--- config.mk ---
export PLATFORM = sky130hd
export DESIGN_NAME = buffer_split_17_7
export DESIGN_NICKNAME = d
export VERILOG_FILES = /design/src/rtl/buffer_split_17_7_pkg.sv /design/src/rtl/buffer_split_17_7_split_bank.sv /design/src/rtl/buffer_split_17_7.sv
export SDC_FILE = /design/constraint.sdc
export NUM_CORES = 1
export LEC_CHECK = 0
export ABC_CLOCK_PERIOD_IN_PS = 7100
export BUFFER_PORTS_ARGS = -buffer_cell sky130_fd_sc_hd__buf_2
export CAP_MARGIN = 5
export CORE_ASPECT_RATIO = 0.5
export CORE_MARGIN = 3
export CORE_UTILIZATION = 50
export DETAILED_ROUTE_END_ITERATION = 6
export GPL_ROUTABILITY_DRIVEN = 0
export HOLD_SLACK_MARGIN = 0.06
export PLACE_DENSITY_LB_ADDON = 0.25
export SETUP_SLACK_MARGIN = 0.2
export SLEW_MARGIN = 15
export SYNTH_ARGS = -nofsm -noshare
export SYNTH_HDL_FRONTEND = slang
export SYNTH_SLANG_ARGS = --single-unit
--- constraint.sdc ---
create_clock -name clk -period 7.1 [get_ports clk]
set_input_delay 1.065 -clock clk [delete_from_list [all_inputs] [get_ports clk]]
set_output_delay 1.065 -clock clk [all_outputs]
set_load 0.01 [all_outputs]
--- src/rtl/buffer_split_17_7_pkg.sv ---
// Shared widths and constants for the total-splitting double buffer.
// Defaults match the 17-bit total / 7-bit chunk configuration.
package buffer_pkg;

  localparam int IWID_D = 17;
  localparam int OWID_D = 7;
  localparam int MAXC   = (1 << OWID_D) - 1;

  typedef logic [IWID_D-1:0] total_t;
  typedef logic [OWID_D-1:0] chunk_t;

endpackage

--- src/rtl/buffer_split_17_7_split_bank.sv ---
// One bank of the ping-pong splitter: remaining count plus full flag.
// Emits min(rem, MAXC) per beat and flags the beat that empties it.
module split_bank
  import buffer_pkg::*;
#(
  parameter int IWID = IWID_D,
  parameter int OWID = OWID_D
) (
  input  logic            clk,
  input  logic            rst_n,
  input  logic            clear,
  input  logic            load,
  input  logic [IWID-1:0] load_data,
  input  logic            beat,
  output logic            full,
  output logic [OWID-1:0] chunk,
  output logic            last
);

  localparam logic [IWID-1:0] MAXW = IWID'((1 << OWID) - 1);

  logic [IWID-1:0] rem;
  logic [IWID-1:0] chunk_w;

  assign last    = (rem <= MAXW);
  assign chunk   = last ? rem[OWID-1:0] : MAXW[OWID-1:0];
  assign chunk_w = {{(IWID-OWID){1'b0}}, chunk};

  always_ff @(posedge clk or negedge rst_n) begin
    if (!rst_n) begin
      rem  <= '0;
      full <= 1'b0;
    end else if (clear) begin
      rem  <= '0;
      full <= 1'b0;
    end else if (load) begin
      rem  <= load_data;
      full <= 1'b1;
    end else if (beat) begin
      rem <= rem - chunk_w;
      if (last) full <= 1'b0;
    end
  end

endmodule

--- src/rtl/buffer_split_17_7.sv ---
// Ping-pong double buffer splitting wide totals into bounded chunks.
// Top level: bank pointers, handshakes and output muxing.
module buffer_split_17_7
  import buffer_pkg::*;
#(
  parameter int IWID = IWID_D,
  parameter int OWID = OWID_D
) (
  input  logic            clk,
  input  logic            rst_n,
  input  logic            iValid,
  input  logic [IWID-1:0] iData,
  output logic            oReady,
  input  logic            iClear,
  input  logic            iHold,
  output logic            oValid,
  input  logic            iReady,
  output logic [OWID-1:0] oData,
  output logic            oLast
);

  logic            wptr;
  logic            rptr;
  logic [1:0]      full;
  logic [1:0]      last;
  logic [OWID-1:0] chunk0;
  logic [OWID-1:0] chunk1;
  logic            load_en;
  logic            beat;
  logic [OWID-1:0] rd_chunk;

  assign oReady   = ~full[wptr] & ~iClear;
  assign load_en  = iValid & oReady;
  assign oValid   = full[rptr] & ~iHold & ~iClear;
  assign beat     = oValid & iReady;
  assign rd_chunk = rptr ? chunk1 : chunk0;
  assign oData    = oValid ? rd_chunk : '0;
  assign oLast    = oValid & last[rptr];

  split_bank #(.IWID(IWID), .OWID(OWID)) u_bank0 (
    .clk       (clk),
    .rst_n     (rst_n),
    .clear     (iClear),
    .load      (load_en & ~wptr),
    .load_data (iData),
    .beat      (beat & ~rptr),
    .full      (full[0]),
    .chunk     (chunk0),
    .last      (last[0])
  );

  split_bank #(.IWID(IWID), .OWID(OWID)) u_bank1 (
    .clk       (clk),
    .rst_n     (rst_n),
    .clear     (iClear),
    .load      (load_en & wptr),
    .load_data (iData),
    .beat      (beat & rptr),
    .full      (full[1]),
    .chunk     (chunk1),
    .last      (last[1])
  );

  always_ff @(posedge clk or negedge rst_n) begin
    if (!rst_n) begin
      wptr <= 1'b0;
      rptr <= 1'b0;
    end else if (iClear) begin
      wptr <= 1'b0;
      rptr <= 1'b0;
    end else begin
      if (load_en) wptr <= ~wptr;
      if (beat & last[rptr]) rptr <= ~rptr;
    end
  end

endmodule

==> impl_results.md, run 1 <==
* FF-to-FF path depth at 8
* Post-CTS Setup Bufs at 0
* CTS tree: built
* Critical Path End Type: output pin
* Cell count after synthesis at 324
* Crit Path Class: flip-flop to output pin
* Average cell area after synthesis at 8.14 sq um
* Multi-input logic area at 0.00158 sq mm
* DRT antenna net count at 0
* Area share of the largest cell type after synthesis at 36.1%
* Hold Crit Depth at 1
* Flop pwr share at 40.8%
* Crit share post-route at 56.0%
* Peak supply drop at 0.000131 V
* Iter 0 DRT Violations at 231
* CTS Buffer Depth at 2
* Mapped Nets at 349
* Clk pwr share at 30.1%
* Num CTS Buffers at 5
* Hold Slack at 537 ps
* Netlist cell types at 52
* Register area at 951 sq um
* Area growth from synthesis to layout at 10.5%
* Setup TNS at 0 ps
* Largest net degree at the start of global routing at 39
* Comb power frac at 29.1%
* CP startpoint kind: flip-flop
* Pwr dens at 213 mW/mm^2
* Yosys warning count at 0
* Design Area, Final at 0.00292 sq mm
* Setup violators final at 0
* Vias in the first global route at 2515
* Top post-synthesis cells by area: dfrtp_1 36%, a21oi_1 5.5%, nand2_1 4.0%
* Top FF cell, synth: dfrtp_1
* Worst Skew at 5.52 ps
* Dpl hpwl at 5.49 mm
* Vias at 2764
* Switching part of the total at 35.1%
* Ant diodes at 0
* Global-route wire length before repair at 12.8 mm
* Async set-or-reset flop fraction in the synthesized netlist at 100%
* Clk sinks at 38
* Share of cells above drive strength 1 at 15.1%
* Fmax at 0.251 GHz
* Routed wire length at 7.81 mm
* P_leak at 1.29 nW
* Critical path peak fanout at 12
* DP Area at 0.00281 sq mm
* Initial Utilization at 55.9%
* Mapped Area at 0.00264 sq mm
* Core region area at 0.00472 sq mm
* Net Sw Power at 0.218 mW
* Cts repair resizes at 0
* Synth cell count leaders: 38 x dfrtp_1, 29 x a21oi_1, 28 x nand2_1
* Site Rows at 17
* Max_cap viols at 0
* Fillers at 418
* Final #Nets at 369
* Clock Pin Slew Worst Setup and Hold Paths at 80 ps
* Cell-internal power at 0.404 mW
* Port Buf Inserts at 32
* Slew @ Worst Pin at 1190 ps
* Sequential share of the synthesized area at 36.1%
* Total track usage at 26.6%
* Worst EP arrival at 2910 ps
* Initial antenna violation count at 0
* Grt total ovfl at 0
* H-Tree Level Count at 2
* Post-CTS Hold Fix Bufs at 0
* Max transition margin at 21.0%
* Most common cell in the netlist: dfrtp_1
* Post-synth EDFFs at 0
* 1st-pass router iterations at 6
* Crit path required time at 6030 ps
* Clock root cell: clkbuf_8
* Slew Limit Fails at 0
* Final Hold Vio Count at 0
* Synth area leader: dfrtp_1
* Status: complete, no violations
* Pre-CTS setup slack at 3220 ps
* RSZ-0062 raised after global routing: false
* Hold Path Class: flip-flop to flip-flop
* Worst-skew pair later-pin latency at 310 ps
* Seq cells post-synth at 38
* DR vias/cell at 6.73
* Final min period at 3980 ps
* DR DRC count at 0
* Die width at 109 um
* DR WL/cell at 19.0 um
* Die Y at 57.4 um
* Slack of the critical path at 3120 ps
* Die ar. at 0.00624 sq mm
* Ports at 33
==> flip-flops by register name, indices dropped and copies added, names as in the netlist <==
register	cells
rptr	1
u_bank0.full	1
u_bank0.rem	17
wptr	1
u_bank1.rem	17
u_bank1.full	1
==> placed cells by master (no fill, tap or decap), types with 3 or more instances in the layout <==
cell and instances:
a21oi_1 29, or3_1 3, nand2b_1 6, nor4_1 5
nand4_1 5, inv_1 4, and4_1 4, nand2_1 28
buf_2 32, o32ai_1 3, xor2_1 8, o21ai_0 16
nand3_1 21, clkbuf_8 5, nor3_1 10, nand4b_1 3
o31ai_1 3, or4_1 4, o22ai_1 13, a31oi_1 4
a22oi_1 4, and2_1 3, and3_1 12, nor3b_1 3
dfrtp_1 38, a211oi_1 4, nor2_1 26, xnor2_1 4
a311oi_1 3, a32oi_1 3, o211ai_1 6, o221a_2 4
==> cells by family (layout without fill, tap and decap cells) <==
kind of cell / count (synthesis) / count (layout) / synth area share, %
compound gates: 106 / 106 / 26.7
mux: 1 / 1 / 0.427
buf+inv: 25 / 46 / 3.94
simple gates: 140 / 140 / 27.9
xor+xnor: 12 / 12 / 3.98
fa+ha+maj: 2 / 2 / 0.949
flops: 38 / 38 / 36.1
==> power by group through the flow <==
stage          Combinational [mW]  Sequential [mW]  Clock, mW
2_1_floorplan               0.136            0.249          0
3_3_place_gp                0.173            0.255          0
3_5_place_dp                0.177            0.256          0
4_1_cts                     0.178            0.252      0.192
5_1_grt                     0.202            0.256      0.203
6_report                    0.181            0.254      0.187
==> metal layers <==
metal / wire length [um] / share of wire (%) / GRT usage [%]
met1: 3550 / 45 / 39.3
met2: 3410 / 44 / 38.2
met3: 729 / 9.3 / 6.55
met4: 121 / 1.5 / 8.27
met5: 0 / 0 / 0
==> path summary, 6_finish.rpt <==
check | startpoint | slack (ps) | endpoint
max reg2reg | u_bank0.rem[7]$_DFFE_PN0P_ | 3990 | u_bank0.rem[14]$_DFFE_PN0P_
min | u_bank1.rem[13]$_DFFE_PN0P_ | 540 | u_bank1.rem[13]$_DFFE_PN0P_
min reg2reg | u_bank1.rem[13]$_DFFE_PN0P_ | 540 | u_bank1.rem[13]$_DFFE_PN0P_
max in group asynchronous | rst_n | 5690 | u_bank1.rem[16]$_DFFE_PN0P_
max | u_bank0.rem[7]$_DFFE_PN0P_ | 3120 | oData[4]
min in group asynchronous | rst_n | 850 | u_bank0.rem[9]$_DFFE_PN0P_
==> through the flow <==
stage,cells,power [mW],utilization [%]
global placement,403,0.428,59.4
detailed placement,403,0.434,59.4
CTS,411,0.622,61.7
floorplan,324,0.385,-
finish,411,0.622,61.7
global route,411,0.661,61.7
==> critical path, cell delays in order, from the launching register on <==
cell,delay [ps]
dfrtp_1,460
nor4_1,640
nand3_1,540
or2_2,530
o221a_2,290
buf_2,140
==> final cells by class <==
class / instances / share of cell area, %
clock inverters: 3 / 1.37
clock buffers: 5 / 2.36
well taps: 66 / 2.83
flip-flops and latches: 38 / 32.6
multi-input cells: 261 / 54.3
inverters: 4 / 0.515
repair buffers: 34 / 6.01
No activity file was read; power rests on OpenSTA's default activity.
==> run 2: changes to the inputs <==
ABC_CLOCK_PERIOD_IN_PS = 4170   (was 7100)
clock period = 4.17 ns   (was 7.1 ns; I/O delays follow)
==> impl_results.md, run 2 (synthesized netlist as in run 1, its figures left out) <==
* Status: complete, no violations
* Post-CTS Setup Bufs at 0
* Site Rows at 17
* Slack of the critical path at 664 ps
* Total track usage at 26.0%
* Area growth from synthesis to layout at 10.4%
* Routed wire length at 7.90 mm
* Peak supply drop at 0.000171 V
* Final Hold Vio Count at 0
* Global-route wire length before repair at 12.7 mm
* Vias at 2812
* Worst-skew pair later-pin latency at 280 ps
* Ports at 33
* CTS Buffer Depth at 2
* CTS tree: built
* Pwr dens at 346 mW/mm^2
* Initial Utilization at 55.9%
* Most frequent cells in the layout: 38 x dfrtp_1, 32 x buf_2, 29 x a21oi_1, 28 x nand2_1, 26 x nor2_1
* CP startpoint kind: flip-flop
* Hold Path Class: input port to async pin
* Clk pwr share at 26.3%
* DR DRC count at 0
* Crit path required time at 3540 ps
* Share of cells above drive strength 1 at 15.3%
* 1st-pass router iterations at 5
* Die ar. at 0.00624 sq mm
* Max transition margin at 44.0%
* Pre-CTS setup slack at 1020 ps
* Slew @ Worst Pin at 840 ps
* Iter 0 DRT Violations at 264
* Slew Limit Fails at 0
* Port Buf Inserts at 32
* Clock Pin Slew Worst Setup and Hold Paths at 80 ps
* DR WL/cell at 19.1 um
* Largest registers: u_bank0.rem: 17 flops, u_bank1.rem: 17 flops
* Num CTS Buffers at 5
* Setup TNS at 0 ps
* Grt total ovfl at 0
* Max_cap viols at 0
* Clock root cell: clkbuf_8
* Critical path peak fanout at 12
* P_leak at 1.29 nW
* Most common cell after layout, fill and taps aside: dfrtp_1
* Net Sw Power at 0.362 mW
* Switching part of the total at 35.9%
* Crit share post-route at 84.1%
* Dpl hpwl at 5.60 mm
* Clk sinks at 38
* Die width at 109 um
* Worst EP arrival at 2880 ps
* Critical Path End Type: output pin
* Largest net degree at the start of global routing at 39
* Core region area at 0.00472 sq mm
* Cts repair resizes at 0
* DR vias/cell at 6.81
* Vias in the first global route at 2476
* Crit Path Class: flip-flop to output pin
* RSZ-0062 raised after global routing: false
* Setup violators final at 0
* Cell-internal power at 0.645 mW
* Flop pwr share at 42.8%
* Final #Nets at 371
* Comb power frac at 30.9%
* Fmax at 0.285 GHz
* Ant diodes at 0
* H-Tree Level Count at 2
* Die Y at 57.4 um
* Post-CTS Hold Fix Bufs at 0
* Final min period at 3510 ps
* Worst Skew at 6.09 ps
* Initial antenna violation count at 0
* DRT antenna net count at 0
run 2: cell count changes in the layout (fill, tap and decap cells not counted):
cell       previous run  this run
clkinv_2              2         1
buf_4                 2         4
clkbuf_1              0         1
bufinv_16             1         0
clkbuf_8              5         6
run 2: worst paths after layout:
kind,start,end,slack [ps],depth (start not counted)
setup / recovery,u_bank0.rem[9]$_DFFE_PN0P_,oData[3],660,5
hold / removal,rst_n,u_bank0.rem[8]$_DFFE_PN0P_,440,1
setup reg to reg,u_bank0.rem[9]$_DFFE_PN0P_,u_bank0.rem[8]$_DFFE_PN0P_,1080,8
hold reg to reg,u_bank1.rem[13]$_DFFE_PN0P_,u_bank1.rem[13]$_DFFE_PN0P_,530,1
max in group asynchronous,rst_n,u_bank1.rem[11]$_DFFE_PN0P_,3200,1
min in group clk,u_bank1.rem[13]$_DFFE_PN0P_,u_bank1.rem[13]$_DFFE_PN0P_,530,1
run 2: worst max-delay path, cell delays in order, from the launching register on:
cell and delay (ps):
dfrtp_1 420, nor4_1 690, nand3_1 540, or2_2 520, o221a_2 280, buf_2 140
run 2: through the flow:
step                      util [%]  instances  hold WS [ps]  instance area (sq um)  power (mW)
after floorplan                  -        324           330                   2640       0.655
after global placement        59.8        405           504                   2820       0.731
after detailed placement      59.8        405           513                   2820       0.741
after CTS                     61.7        413           471                   2910        1.01
after global routing          61.7        413           514                   2910        1.07
final                         61.7        413           439                   2910        1.01
run 2: metal layers:
layer / GRT usage, % / share of wire, % / vias up
met2: 38.5 / 44 / 182
met5: 0 / 0 / -
met3: 6.21 / 11 / 20
met4: 4.86 / 1.5 / 0
met1: 38.8 / 44 / 1326
li1: - / - / 1284
run 2: final cells by class:
class                      instances  area [sq um]
fill                             420          1810
clock buffer                       7          86.3
clock inverter                     1          5.00
tap                               66          82.6
timing repair buffer              36           190
multi-input combinational        261          1580
sequential                        38           951
inverter                           4          15.0
run 2: power groups by stage:
stage                     clock, mW  combinational (mW)  sequential [mW]
after detailed placement          0               0.304            0.436
after global placement            0               0.296            0.435
after floorplan                   0               0.231            0.424
after global routing          0.288               0.347            0.435
after CTS                     0.270               0.306            0.429
final                         0.265               0.311            0.432
